===== src/rtl/alu_hs_if.sv =====
// Handshake bundle for alu_hs: operation request channel and result channel.
`default_nettype none

interface alu_hs_if #(
  parameter int WIDTH = 16
);
  logic             in_valid;
  logic             in_ready;
  logic [WIDTH-1:0] A;
  logic [WIDTH-1:0] B;
  logic [3:0]       ALU_FUN;
  logic             out_valid;
  logic             out_ready;
  logic [WIDTH-1:0] ALU_OUT;
  logic             Arith_Flag;
  logic             Logic_Flag;
  logic             CMP_Flag;
  logic             Shift_Flag;
  logic             Carry_Flag;
  logic             Zero_Flag;
  logic             Div0_Flag;

  modport slave (
    input  in_valid, A, B, ALU_FUN, out_ready,
    output in_ready, out_valid, ALU_OUT,
           Arith_Flag, Logic_Flag, CMP_Flag, Shift_Flag,
           Carry_Flag, Zero_Flag, Div0_Flag
  );

  modport master (
    output in_valid, A, B, ALU_FUN, out_ready,
    input  in_ready, out_valid, ALU_OUT,
           Arith_Flag, Logic_Flag, CMP_Flag, Shift_Flag,
           Carry_Flag, Zero_Flag, Div0_Flag
  );
endinterface

`default_nettype wire


===== src/rtl/alu_hs.sv =====
// +--------------------------------------------------------------------------+
// | alu_hs: handshaked WIDTH-bit ALU; ALU_HS_DIV_EN enables iterative divide |
// | Revision 1.0                                                             |
// +--------------------------------------------------------------------------+
`default_nettype none

module alu_hs #(
  parameter int WIDTH = 16
) (
  input  logic     clk,
  input  logic     rst,
  alu_hs_if.slave  bus
);

`ifdef ALU_HS_DIV_EN
  typedef enum logic [0:0] {IDLE = 1'b0, DIV = 1'b1} state_t;
  localparam int CNT_W = $clog2(WIDTH + 1);
`else
  typedef enum logic [0:0] {IDLE = 1'b0} state_t;
`endif

  typedef struct packed {
    logic arith;
    logic logc;
    logic cmp;
    logic shift;
    logic carry;
    logic zero;
    logic div0;
  } flags_t;

  state_t           state_q, state_d;
  logic             live_q;
  logic             out_valid_q, out_valid_d;
  logic [WIDTH-1:0] res_q, res_d;
  flags_t           fl_q, fl_d;

  logic [WIDTH-1:0]   op_res;
  flags_t             op_fl;
  logic [WIDTH:0]     sum;
  logic [2*WIDTH-1:0] prod;
  logic               accept;
  logic               drain;
  logic               single_load;

`ifdef ALU_HS_DIV_EN
  logic [WIDTH:0]   rem_q, rem_d;
  logic [WIDTH-1:0] quo_q, quo_d;
  logic [WIDTH-1:0] dvs_q, dvs_d;
  logic [CNT_W-1:0] cnt_q, cnt_d;
  logic [WIDTH+1:0] shifted;
  logic             fits;
  logic             div_start;
`endif

  // live_q keeps in_ready low until the first edge after reset release
  assign bus.in_ready = live_q && (state_q == IDLE) && (!out_valid_q || bus.out_ready);
  assign accept       = bus.in_valid && bus.in_ready;
  assign drain        = out_valid_q && bus.out_ready;

  always_comb begin
    sum    = {1'b0, bus.A} + {1'b0, bus.B};
    prod   = {{WIDTH{1'b0}}, bus.A} * {{WIDTH{1'b0}}, bus.B};
    op_res = '0;
    op_fl  = '0;
`ifdef ALU_HS_DIV_EN
    div_start = 1'b0;
`endif
    case (bus.ALU_FUN)
      4'b0000: begin op_res = sum[WIDTH-1:0]; op_fl.arith = 1'b1; op_fl.carry = sum[WIDTH]; end
      4'b0001: begin op_res = bus.A - bus.B; op_fl.arith = 1'b1; op_fl.carry = (bus.A < bus.B); end
      4'b0010: begin op_res = prod[WIDTH-1:0]; op_fl.arith = 1'b1; op_fl.carry = |prod[2*WIDTH-1:WIDTH]; end
      4'b0011: begin
        op_fl.arith = 1'b1;
`ifdef ALU_HS_DIV_EN
        if (bus.B == '0) begin
          op_res     = '1;
          op_fl.div0 = 1'b1;
        end else begin
          div_start = 1'b1;
        end
`endif
      end
      4'b0100: begin op_res = bus.A & bus.B;    op_fl.logc = 1'b1; end
      4'b0101: begin op_res = bus.A | bus.B;    op_fl.logc = 1'b1; end
      4'b0110: begin op_res = ~(bus.A & bus.B); op_fl.logc = 1'b1; end
      4'b0111: begin op_res = ~(bus.A | bus.B); op_fl.logc = 1'b1; end
      4'b1000: begin op_res = bus.A ^ bus.B;    op_fl.logc = 1'b1; end
      4'b1001: begin op_res = ~(bus.A ^ bus.B); op_fl.logc = 1'b1; end
      4'b1010: begin op_res = (bus.A == bus.B) ? WIDTH'(1) : '0; op_fl.cmp = 1'b1; end
      4'b1011: begin op_res = (bus.A > bus.B)  ? WIDTH'(2) : '0; op_fl.cmp = 1'b1; end
      4'b1100: begin op_res = (bus.A < bus.B)  ? WIDTH'(3) : '0; op_fl.cmp = 1'b1; end
      4'b1101: begin op_res = bus.A >> 1; op_fl.shift = 1'b1; op_fl.carry = bus.A[0]; end
      4'b1110: begin op_res = bus.A << 1; op_fl.shift = 1'b1; op_fl.carry = bus.A[WIDTH-1]; end
      default: begin
        op_res      = {bus.A[WIDTH-2:0], bus.A[WIDTH-1]};
        op_fl.shift = 1'b1;
        op_fl.carry = bus.A[WIDTH-1];
      end
    endcase
  end

  always_comb begin
    state_d     = state_q;
    res_d       = res_q;
    fl_d        = fl_q;
    out_valid_d = out_valid_q && !drain;
    single_load = accept;
`ifdef ALU_HS_DIV_EN
    rem_d       = rem_q;
    quo_d       = quo_q;
    dvs_d       = dvs_q;
    cnt_d       = cnt_q;
    single_load = accept && !div_start;
    // Restoring step: shift next dividend bit in, subtract if divisor fits
    shifted     = {rem_q, quo_q[WIDTH-1]};
    fits        = (shifted >= {2'b00, dvs_q});
`endif
    case (state_q)
      IDLE: begin
        if (single_load) begin
          res_d       = op_res;
          fl_d        = op_fl;
          fl_d.zero   = (op_res == '0);
          out_valid_d = 1'b1;
        end
`ifdef ALU_HS_DIV_EN
        if (accept && div_start) begin
          state_d = DIV;
          rem_d   = '0;
          quo_d   = bus.A;
          dvs_d   = bus.B;
          cnt_d   = '0;
        end
`endif
      end
`ifdef ALU_HS_DIV_EN
      DIV: begin
        if (cnt_q == CNT_W'(WIDTH)) begin
          res_d       = quo_q;
          fl_d        = '0;
          fl_d.arith  = 1'b1;
          fl_d.zero   = (quo_q == '0);
          out_valid_d = 1'b1;
          state_d     = IDLE;
        end else begin
          rem_d = (WIDTH+1)'(fits ? shifted - {2'b00, dvs_q} : shifted);
          quo_d = {quo_q[WIDTH-2:0], fits};
          cnt_d = cnt_q + CNT_W'(1);
        end
      end
`endif
      default: state_d = IDLE;
    endcase
  end

  always_ff @(posedge clk or negedge rst) begin
    if (!rst) begin
      state_q     <= IDLE;
      live_q      <= 1'b0;
      out_valid_q <= 1'b0;
      res_q       <= '0;
      fl_q        <= '0;
`ifdef ALU_HS_DIV_EN
      rem_q       <= '0;
      quo_q       <= '0;
      dvs_q       <= '0;
      cnt_q       <= '0;
`endif
    end else begin
      state_q     <= state_d;
      live_q      <= 1'b1;
      out_valid_q <= out_valid_d;
      res_q       <= res_d;
      fl_q        <= fl_d;
`ifdef ALU_HS_DIV_EN
      rem_q       <= rem_d;
      quo_q       <= quo_d;
      dvs_q       <= dvs_d;
      cnt_q       <= cnt_d;
`endif
    end
  end

  assign bus.out_valid  = out_valid_q;
  assign bus.ALU_OUT    = res_q;
  assign bus.Arith_Flag = fl_q.arith;
  assign bus.Logic_Flag = fl_q.logc;
  assign bus.CMP_Flag   = fl_q.cmp;
  assign bus.Shift_Flag = fl_q.shift;
  assign bus.Carry_Flag = fl_q.carry;
  assign bus.Zero_Flag  = fl_q.zero;
  assign bus.Div0_Flag  = fl_q.div0;

endmodule

`default_nettype wire


===== src/flat_wrapper.sv =====
// flat-port wrapper written by rule: the top's interface ports become plain ports
module alu_hs_flat 
#(
  parameter int WIDTH = 16
)
  (clk, rst, bus_in_valid, bus_A, bus_B, bus_ALU_FUN, bus_out_ready, bus_in_ready, bus_out_valid, bus_ALU_OUT, bus_Arith_Flag, bus_Logic_Flag, bus_CMP_Flag, bus_Shift_Flag, bus_Carry_Flag, bus_Zero_Flag, bus_Div0_Flag);
  alu_hs_if #(.WIDTH(WIDTH)) bus_i ();
  input  logic clk;
  input  logic rst;
  input wire logic [$bits(bus_i.in_valid)-1:0] bus_in_valid;
  input wire logic [$bits(bus_i.A)-1:0] bus_A;
  input wire logic [$bits(bus_i.B)-1:0] bus_B;
  input wire logic [$bits(bus_i.ALU_FUN)-1:0] bus_ALU_FUN;
  input wire logic [$bits(bus_i.out_ready)-1:0] bus_out_ready;
  output wire logic [$bits(bus_i.in_ready)-1:0] bus_in_ready;
  output wire logic [$bits(bus_i.out_valid)-1:0] bus_out_valid;
  output wire logic [$bits(bus_i.ALU_OUT)-1:0] bus_ALU_OUT;
  output wire logic [$bits(bus_i.Arith_Flag)-1:0] bus_Arith_Flag;
  output wire logic [$bits(bus_i.Logic_Flag)-1:0] bus_Logic_Flag;
  output wire logic [$bits(bus_i.CMP_Flag)-1:0] bus_CMP_Flag;
  output wire logic [$bits(bus_i.Shift_Flag)-1:0] bus_Shift_Flag;
  output wire logic [$bits(bus_i.Carry_Flag)-1:0] bus_Carry_Flag;
  output wire logic [$bits(bus_i.Zero_Flag)-1:0] bus_Zero_Flag;
  output wire logic [$bits(bus_i.Div0_Flag)-1:0] bus_Div0_Flag;
  assign bus_i.in_valid = bus_in_valid;
  assign bus_i.A = bus_A;
  assign bus_i.B = bus_B;
  assign bus_i.ALU_FUN = bus_ALU_FUN;
  assign bus_i.out_ready = bus_out_ready;
  assign bus_in_ready = bus_i.in_ready;
  assign bus_out_valid = bus_i.out_valid;
  assign bus_ALU_OUT = bus_i.ALU_OUT;
  assign bus_Arith_Flag = bus_i.Arith_Flag;
  assign bus_Logic_Flag = bus_i.Logic_Flag;
  assign bus_CMP_Flag = bus_i.CMP_Flag;
  assign bus_Shift_Flag = bus_i.Shift_Flag;
  assign bus_Carry_Flag = bus_i.Carry_Flag;
  assign bus_Zero_Flag = bus_i.Zero_Flag;
  assign bus_Div0_Flag = bus_i.Div0_Flag;
  alu_hs #(.WIDTH(WIDTH)) u_core (.clk(clk), .rst(rst), .bus(bus_i));
endmodule

===== config.mk =====
export PLATFORM = sky130hd
export DESIGN_NAME = alu_hs_flat
export DESIGN_NICKNAME = d
export VERILOG_FILES = /design/src/rtl/alu_hs_if.sv /design/src/rtl/alu_hs.sv /design/src/flat_wrapper.sv
export SDC_FILE = /design/constraint.sdc
export NUM_CORES = 1
export LEC_CHECK = 0
export ABC_AREA = 1
export CAP_MARGIN = 20
export CORE_AREA = 2 2 200 202
export CTS_CLUSTER_DIAMETER = 50
export CTS_CLUSTER_SIZE = 8
export DETAILED_ROUTE_END_ITERATION = 6
export DIE_AREA = 0 0 202 204
export PLACE_DENSITY = 0.6
export SYNTH_ARGS = -nofsm -noshare
export SYNTH_HDL_FRONTEND = slang
export SYNTH_SLANG_ARGS = --single-unit
export TNS_END_PERCENT = 20

===== constraint.sdc =====
create_clock -name clk -period 1.8 [get_ports clk]
set_clock_uncertainty 0.15 [all_clocks]
set_input_delay 0.36 -clock clk [delete_from_list [all_inputs] [get_ports clk]]
set_output_delay 0.36 -clock clk [all_outputs]
set_load 0.05 [all_outputs]

== Word-level counts from Yosys, hierarchy flattened ==
Cells that the tools add are included.
Operators by class
  add/sub/neg operators: 2
  multiply operators: 1
  $lt $le $gt $ge: 2
  equality and inequality tests: 15
  muxes and demuxes: 10
  bitwise gates (word level): 6
  reduce and logical (&&, ||, !) cells: 15
Operators by type and width (number)
  16-bit one-hot mux with 15 select lines: 1
  16-bit inverter: 3
  16-bit by 16-bit multiplier with 32-bit output: 1
  4-bit equality test (second input constant): 7
  16-bit by 16-bit adder with 17-bit output: 1
  16-bit AND: 1
  16-bit equality test: 1
  4-bit by 3-bit equality test with 1-bit output (second input constant): 4
  16-bit > comparator: 1
  16-bit zero test: 1
  16-bit less-than comparator: 1
  16-bit OR: 1
  16-bit OR reduction: 1
  16-bit subtractor: 1
  16-bit XOR: 1
  13-bit OR reduction: 1
  10-bit OR reduction: 1
  4-bit by 2-bit equality test with 1-bit output (second input constant): 2
  1-bit two-way mux: 6
  6-bit OR reduction: 1
  1-bit one-hot mux with 5 select lines: 1
  4-bit by 1-bit equality test with 1-bit output (second input constant): 1
  1-bit logical AND: 4
  4-bit zero test: 1
  other kinds (5): 7
Word-level totals
  register bits after elaboration: 24
  input bits: 40
  output and inout bits: 25
  logic and storage cells: 60

== Longest topological paths before layout ==
Gate-level depths: netlist of run 1.
  depth in word-level cells: 5
  gate-level depth with buffers: 35

== Worst setup path before layout of run 1 ==
No wires, ideal clock.
  path kind: in2reg
  start point: in bus_A[10]
  end point: reg u_core.fl_q, in the netlist u_core.bus.Carry_Flag
  setup time: 0.118 ns
  arrival: 5.593 ns
  slack: -4.061 ns
  stages on the path: 29
  buffers on the path: 2
  cells stage by stage: clkbuf_1 clkbuf_1 nand2_1 fa_1 fa_1 fa_1 fa_1 inv_1 fa_1 inv_1 fa_1 inv_1 ha_1 nand2_1 inv_1 a21oi_1 nand3_1 nand3_1 nand2_1 nand2_1 nand2_1 nor2_1 nand2_1 nor2_1 nand2_1 nand2_1 nand2_1 nand2_1 nand2_1
On the way
  word-level cells in the longest chain between the ends: 3
Ends and longest elaborated chain
  start: declaration: line flat_wrapper.sv:11  | input wire logic [$bits(bus_i.A)-1:0] bus_A;
  16-bit by 16-bit multiplier with 32-bit output: line alu_hs.sv:63  | prod = {{WIDTH{1'b0}}, bus.A} * {{WIDTH{1'b0}}, bus.B};
  16-bit OR reduction: line alu_hs.sv:72  | 4'b0010: begin op_res = prod[WIDTH-1:0]; op_fl.arith = 1'b1; op_fl.carry = |prod[2*WIDTH-1:WIDTH]; end
  1-bit one-hot mux with 5 select lines (*): line alu_hs.sv:69  | case (bus.ALU_FUN)
  end signal: assignment: line alu_hs.sv:175  | fl_q <= fl_d;
  end: declaration: line alu_hs.sv:36  | flags_t fl_q, fl_d;
Every way passes the cells marked *; elsewhere a longest branch is shown, timed or not.
A chain may end at the register's enable or synchronous reset.

== Worst setup path after layout of run 1 ==
  start point: in bus_B[13]
  end point: reg u_core.fl_q, in the netlist u_core.bus.Carry_Flag
On the way
  word-level cells in the longest chain between the ends: 3
Ends and longest elaborated chain
  start: declaration: line flat_wrapper.sv:12  | input wire logic [$bits(bus_i.B)-1:0] bus_B;
  16-bit by 16-bit multiplier with 32-bit output: line alu_hs.sv:63
  16-bit OR reduction: line alu_hs.sv:72
  1-bit one-hot mux with 5 select lines (*): line alu_hs.sv:69
Marked as above.

==> results.json, run 1 <==
{
  "ctsLongestPathBuffers": 2,
  "postSynthRegisterBits": 24,
  "cp-end-kind": "register",
  "violations_in_the_final_reports": "negative setup slack",
  "pin_count": 65,
  "critPathBufInv": 6,
  "grt_pass1_vias": 15600,
  "yosys.cell_types.count": 38,
  "area.growth.synth_to_final_pct": 44.3,
  "drt-wirelength-per-cell_um": 17.7,
  "clk_root_buffer_cell": "clkbuf_16",
  "syn-cell-area_sq_um": 13900,
  "worst_path_cell_with_the_longest_stage_delay": "fa_1",
  "critical-path-top-delay-family": "adder cells",
  "finalHoldWorstSlack_ps": 311,
  "clock.fmax_ghz": 0.176,
  "maximum_number_of_pins_on_one_net_before_global_route_repair": 30,
  "most_frequent_standard_cell_in_the_layout_excluding_fill_and_tap_cells": "nand2_1",
  "rsz0062_at_grt": "true",
  "drive_above_1_share_pct": 27.7,
  "tritoncts.num_buffers": 3,
  "post_synth.cell_area_avg_sq_um": 6.33,
  "critical_path_s_largest_stage_delay_ps": 590,
  "postLayoutSetupSlackWorst_ps": -3890,
  "timing.critical_path.fanout_max": 7,
  "cts-htree-levels": 1,
  "arrival_ps": 5710,
  "first_iter_violations": 1276,
  "final-max-slew-violation-count": 0,
  "final_util_pct": 51.3,
  "grt_antenna_before_repair": 2,
  "tritoncts": "yes",
  "most-common-layout-cells": "665 x nand2_1, 479 x inv_1, 414 x buf_4",
  "insertion_delay_ps": 260,
  "timing.setup.critical_path_class": "in2reg",
  "num_vias": 15700,
  "grt_overflow": 0,
  "floorplan.die.width_um": 202,
  "min_path_type": "in2async",
  "max-cap-violations": 0,
  "crit-reg2reg-launch": "u_core.bus.out_valid$_DFF_PN0_",
  "initial_util_pct": 35.5,
  "fin_tns_setup_ps": -51650,
  "number_of_port_buffers": 63,
  "finalSetupViolations": 18,
  "worstReg2RegEnd": "u_core.bus.CMP_Flag$_DFFE_PN0P_",
  "gr-usage-all-layers_pct": 27.0,
  "synth_async_sr_flop_share_pct": 100,
  "post_drt_via_cell_ratio": 4.95,
  "fin_cells": 3159,
  "core_sq_um": 39200,
  "final_min_period_over_clock_period_pct": 316,
  "wl_mm": 55.9,
  "timing.reg2reg.worst_path_depth": 6,
  "yosysWarningCount": 0,
  "die-height_um": 204,
  "post_synthesis_net_count": 2589,
  "placementRows": 73,
  "pre_antenna_drt_iters": 6,
  "routed_antenna_nets": 0,
  "die_area_sq_um": 41200,
  "nets": 3023,
  "dominantRegCellSynth": "dfrtp_1",
  "setup.reg_to_reg.worst_slack_ps": 360,
  "synth-edff-count": 0,
  "hpwl_mm": 43.6,
  "status": "complete, but fails checks",
  "total_placed_cells_including_tap_cells": 3075,
  "worst_setup_hold_path_clk_slew_ps": 80,
  "gpl.final_weighted_congestion": 0.978,
  "timing.final.hold_violations": 0,
  "total_number_of_clock_tree_sinks": 24,
  "synth-seq-area-share_pct": 4.31,
  "post_route_drc_violation_count": 0,
  "antenna_cells": 0,
  "worstPathRequired_ps": 1830,
  "cell_count_after_synthesis": 2201,
  "critPathLaunchType": "input port",
  "crit_path_frequent_cell": "nand2_1",
  "global_route_wire_length_before_repair_mm": 86.0,
  "finalWorstPathRequiredPeriod_ps": 5690
}
[layout make-up]
class                   instances  area [sq um]
clock buffers                   3          75.1
clock inverters                 1          30.0
fillers                      3889         19100
inverters                     516          1950
multi-input cells            1571         12000
flip-flops and latches         24           601
well taps                     525           657
repair buffers                519          4780
[worst max-delay path by stage]
stage              start                           endpoint  slack (ps)  depth (start not counted)
3_3_place_gp    bus_A[8]  u_core.bus.Carry_Flag$_DFFE_PN0P_       -4780                         30
4_1_cts         bus_B[5]  u_core.bus.Carry_Flag$_DFFE_PN0P_       -3850                         31
2_1_floorplan   bus_B[4]  u_core.bus.Carry_Flag$_DFFE_PN0P_       -3600                         31
6_report       bus_B[13]  u_core.bus.Carry_Flag$_DFFE_PN0P_       -3890                         28
5_1_grt         bus_B[8]  u_core.bus.Carry_Flag$_DFFE_PN0P_       -4110                         29
3_5_place_dp    bus_A[8]  u_core.bus.Carry_Flag$_DFFE_PN0P_       -4730                         30
[state kept, by name, summed over array words and instances, names as in the netlist]
register and count:
u_core.bus.ALU_OUT 16, u_core.bus.CMP_Flag 1, u_core.live_q 1, u_core.bus.Arith_Flag 1, u_core.bus.Logic_Flag 1, u_core.bus.Shift_Flag 1, u_core.bus.Carry_Flag 1, u_core.bus.out_valid 1
u_core.bus.Zero_Flag 1
[timing repair]
| action | CTS | global route |
|---|---|---|
| pin swaps | 123 | 63 |
| endpoints found under the setup margin | 19 | 19 |
| hold endpoints to repair | 0 | 0 |
| buffers inserted | 60 | 7 |
| gates cloned | 12 | 1 |
| hold buffers | 0 | 0 |
| resized for setup | 284 | 77 |
[routing by layer]
layer	GRT usage [%]	wire length (um)	vias to the layer above
met3	2.20	3770	129
li1	-	-	7388
met4	10.4	2470	0
met5	0	0	-
met1	36.5	24000	7534
met2	44.8	25700	599
[cell usage after synthesis, drive strengths merged, types with 2 or more instances]
library cell  count  share of area (%)
ha              152                 14
nor2            154                4.3
a21oi            55                2.0
buf              22               0.88
inv             516                 14
fa              196                 28
or2               2              0.090
and2              8               0.36
o22ai             3               0.13
conb              2              0.054
o21bai            6               0.32
nand4            26                1.2
nor3              9               0.32
a21o              2               0.11
clkbuf           68                1.8
nand2           732                 20
o31ai             2               0.11
nand3           120                4.3
o211ai            4               0.22
xnor2             4               0.25
nand3b            9               0.49
dfrtp            24                4.3
o21ai            77                2.8
[metrics by stage]
stage                     worst slack, ps  area (sq um)
after floorplan                     -3600         14400
after global placement              -4780         18200
after detailed placement            -4730         18200
after CTS                           -3850         19700
after global routing                -4110         20100
final                               -3890         20100
[logic make-up after synthesis]
logic type | share of synthesized area (%)
other | 0.0539
adder cells (fa/ha/maj) | 41.8
XOR/XNOR | 0.315
flip-flops | 4.31
buffers and inverters | 16.6
AO/OA/AOI/OAI | 5.87
AND/OR/NAND/NOR | 31.0
Power of run 1 is left out: the tool's default activity adds up to more than one toggle a clock period on the data nets, which glitch-free logic cannot reach.
==> run 2: changes to the inputs <==
- CAP_MARGIN: 20 -> default
==> results of run 2 <==
Same layout as run 1: the final DEF is identical, and so are final timing and power.
Power of run 2 is left out for the same reason.
==> run 3: changes to the inputs <==
- PLACE_DENSITY: 0.6 -> default
- PLACE_DENSITY_LB_ADDON: default -> 0.3
==> run 3 against run 2 <==
Hold slack gained 6.2 ps. Final cell count about the same. Global-route usage shrank 0.72 points. Critical path depth increased by 6. Register-to-register slack improved by 70 ps. Maximum frequency up 0.50%. Non-clock buffer count fell by 2. First-iteration DRC count shrank 6.4%. Via count decreased by 1.4%. Sequential share of layout area hardly changed. Die area is the same. Critical path type unchanged. The run still ends with negative setup slack left. Wire length is 1.8% lower.
==> results.json, run 3 (same netlist as run 1, synthesis figures left out) <==
{
  "pre_antenna_drt_iters": 5,
  "finalHoldWorstSlack_ps": 317,
  "initial_util_pct": 35.5,
  "timing.final.hold_violations": 0,
  "grt_antenna_before_repair": 0,
  "min_path_type": "in2async",
  "critPathBufInv": 11,
  "final.fill_count": 3813,
  "area.growth.synth_to_final_pct": 45.1,
  "routed_antenna_nets": 0,
  "pre_cts_slack_ps": -4780,
  "cp-end-kind": "register",
  "nets": 3021,
  "gpl.final_weighted_congestion": 0.964,
  "most_frequent_standard_cell_in_the_layout_excluding_fill_and_tap_cells": "nand2_1",
  "placementRows": 73,
  "worst_slew_pin_slew_ps": 1050,
  "gr-usage-all-layers_pct": 26.2,
  "critPathLaunchType": "input port",
  "worst_path_cell_with_the_longest_stage_delay": "fa_1",
  "grt_pass1_vias": 15000,
  "global_route_wire_length_before_repair_mm": 83.2,
  "rsz0062_at_grt": "true",
  "first_iter_violations": 1194,
  "max-cap-violations": 0,
  "timing.critical_path.fanout_max": 4,
  "area_occupied_by_registers_sq_um": 601,
  "num_vias": 15400,
  "total_number_of_clock_tree_sinks": 24,
  "clk_root_buffer_cell": "clkbuf_16",
  "tritoncts.num_buffers": 3,
  "flip_flop_count_of_the_largest_register_after_layout": 16,
  "core_sq_um": 39200,
  "hpwl_mm": 43.0,
  "crit_path_frequent_cell": "fa_1",
  "insertion_delay_ps": 260,
  "postLayoutSetupSlackWorst_ps": -3860,
  "slew_headroom_pct": 29.5,
  "clock.fmax_ghz": 0.177,
  "post_route_drc_violation_count": 0,
  "critical-path-top-delay-family": "adder cells",
  "drt-wirelength-per-cell_um": 17.4,
  "timing.setup.critical_path_class": "in2reg",
  "maximum_number_of_pins_on_one_net_before_global_route_repair": 30,
  "drive_above_1_share_pct": 28.8,
  "number_of_port_buffers": 63,
  "post_drt_via_cell_ratio": 4.89,
  "most-common-layout-cells": "648 x nand2_1, 473 x inv_1, 403 x buf_4",
  "finalWorstPathRequiredPeriod_ps": 5660,
  "floorplan.die.width_um": 202,
  "wl_mm": 54.9,
  "worst_setup_hold_path_clk_slew_ps": 80,
  "worstPathRequired_ps": 1820,
  "arrival_ps": 5680,
  "status": "complete, but fails checks",
  "violations_in_the_final_reports": "negative setup slack",
  "critical_path_s_largest_stage_delay_ps": 530,
  "final_util_pct": 51.6,
  "cts-htree-levels": 1,
  "final_min_period_over_clock_period_pct": 314,
  "ctsLongestPathBuffers": 2,
  "die_area_sq_um": 41200,
  "finalSetupViolations": 18,
  "multi_input_comb_area_sq_um": 12100,
  "final-max-slew-violation-count": 0,
  "die-height_um": 204,
  "pin_count": 65,
  "tritoncts": "yes",
  "grt_overflow": 0
}
==> run 3: cell count changes in the layout (fill, tap and decap cells not counted), sizes merged <==
cell           before  now
buf               486  481
diode               0    1
clkdlybuf4s50       5    7
clkbuf              6   13
bufbuf              9    7
clkdlybuf4s15       6    4
dlygate4sd2         7    5
==> run 3: worst register-to-register path: cells and delay by family, from the launching register on <==
| family | cells | cell delay, ps |
|---|---|---|
| simple gates | 2 | 210 |
| flops | 1 | 380 |
| compound gates | 2 | 260 |
| buf+inv | 2 | 330 |
==> run 3: final timing paths <==
path | from | to | slack (ps) | depth (start not counted)
min in group clk | u_core.bus.ALU_OUT[5]$_DFFE_PN0P_ | u_core.bus.ALU_OUT[5]$_DFFE_PN0P_ | 330 | 2
min | rst | u_core.bus.ALU_OUT[13]$_DFFE_PN0P_ | 320 | 2
max | bus_A[8] | u_core.bus.Carry_Flag$_DFFE_PN0P_ | -3860 | 34
min reg2reg | u_core.bus.ALU_OUT[5]$_DFFE_PN0P_ | u_core.bus.ALU_OUT[5]$_DFFE_PN0P_ | 330 | 2
max reg2reg | u_core.bus.out_valid$_DFF_PN0_ | u_core.bus.CMP_Flag$_DFFE_PN0P_ | 430 | 6
max in group asynchronous | rst | u_core.bus.ALU_OUT[5]$_DFFE_PN0P_ | 910 | 2
==> run 3: per-stage QoR <==
stage / area [sq um] / setup TNS (ps) / std cells
floorplan: 14400 / -45000 / 2201
global placement: 18200 / -64520 / 3073
detailed placement: 18200 / -65270 / 3073
CTS: 19500 / -53470 / 3138
global route: 20200 / -55520 / 3157
finish: 20200 / -51980 / 3158
==> run 3: cell type report <==
cell class                      instances  share of cell area (%)
Multi-Input combinational cell       1571                    59.8
Timing Repair Buffer                  517                    23.8
Inverter                              516                    9.63
Tap cell                              525                    3.25
Sequential cell                        24                    2.97
Clock buffer                            3                   0.372
Clock inverter                          1                   0.149
Antenna cell                            1                  0.0124
==> run 3: per-layer routing <==
layer  up-vias  wire length (um)  track usage [%]
li1       7388                 -                -
met1      7401             23400             34.8
met3       103              3940             4.00
met2       535             25400             43.3
met4         0              2250             9.74
met5         -                 0                0
==> run 3: timing repair <==
| action | in CTS | in global routing |
|---|---|---|
| endpoints found under the setup margin | 18 | 19 |
| hold buffers | 0 | 0 |
| gates resized for setup | 221 | 189 |
| pin swaps | 80 | 130 |
| setup buffers | 51 | 20 |
| cloned | 10 | 2 |
Power of run 3 is left out for the same reason.
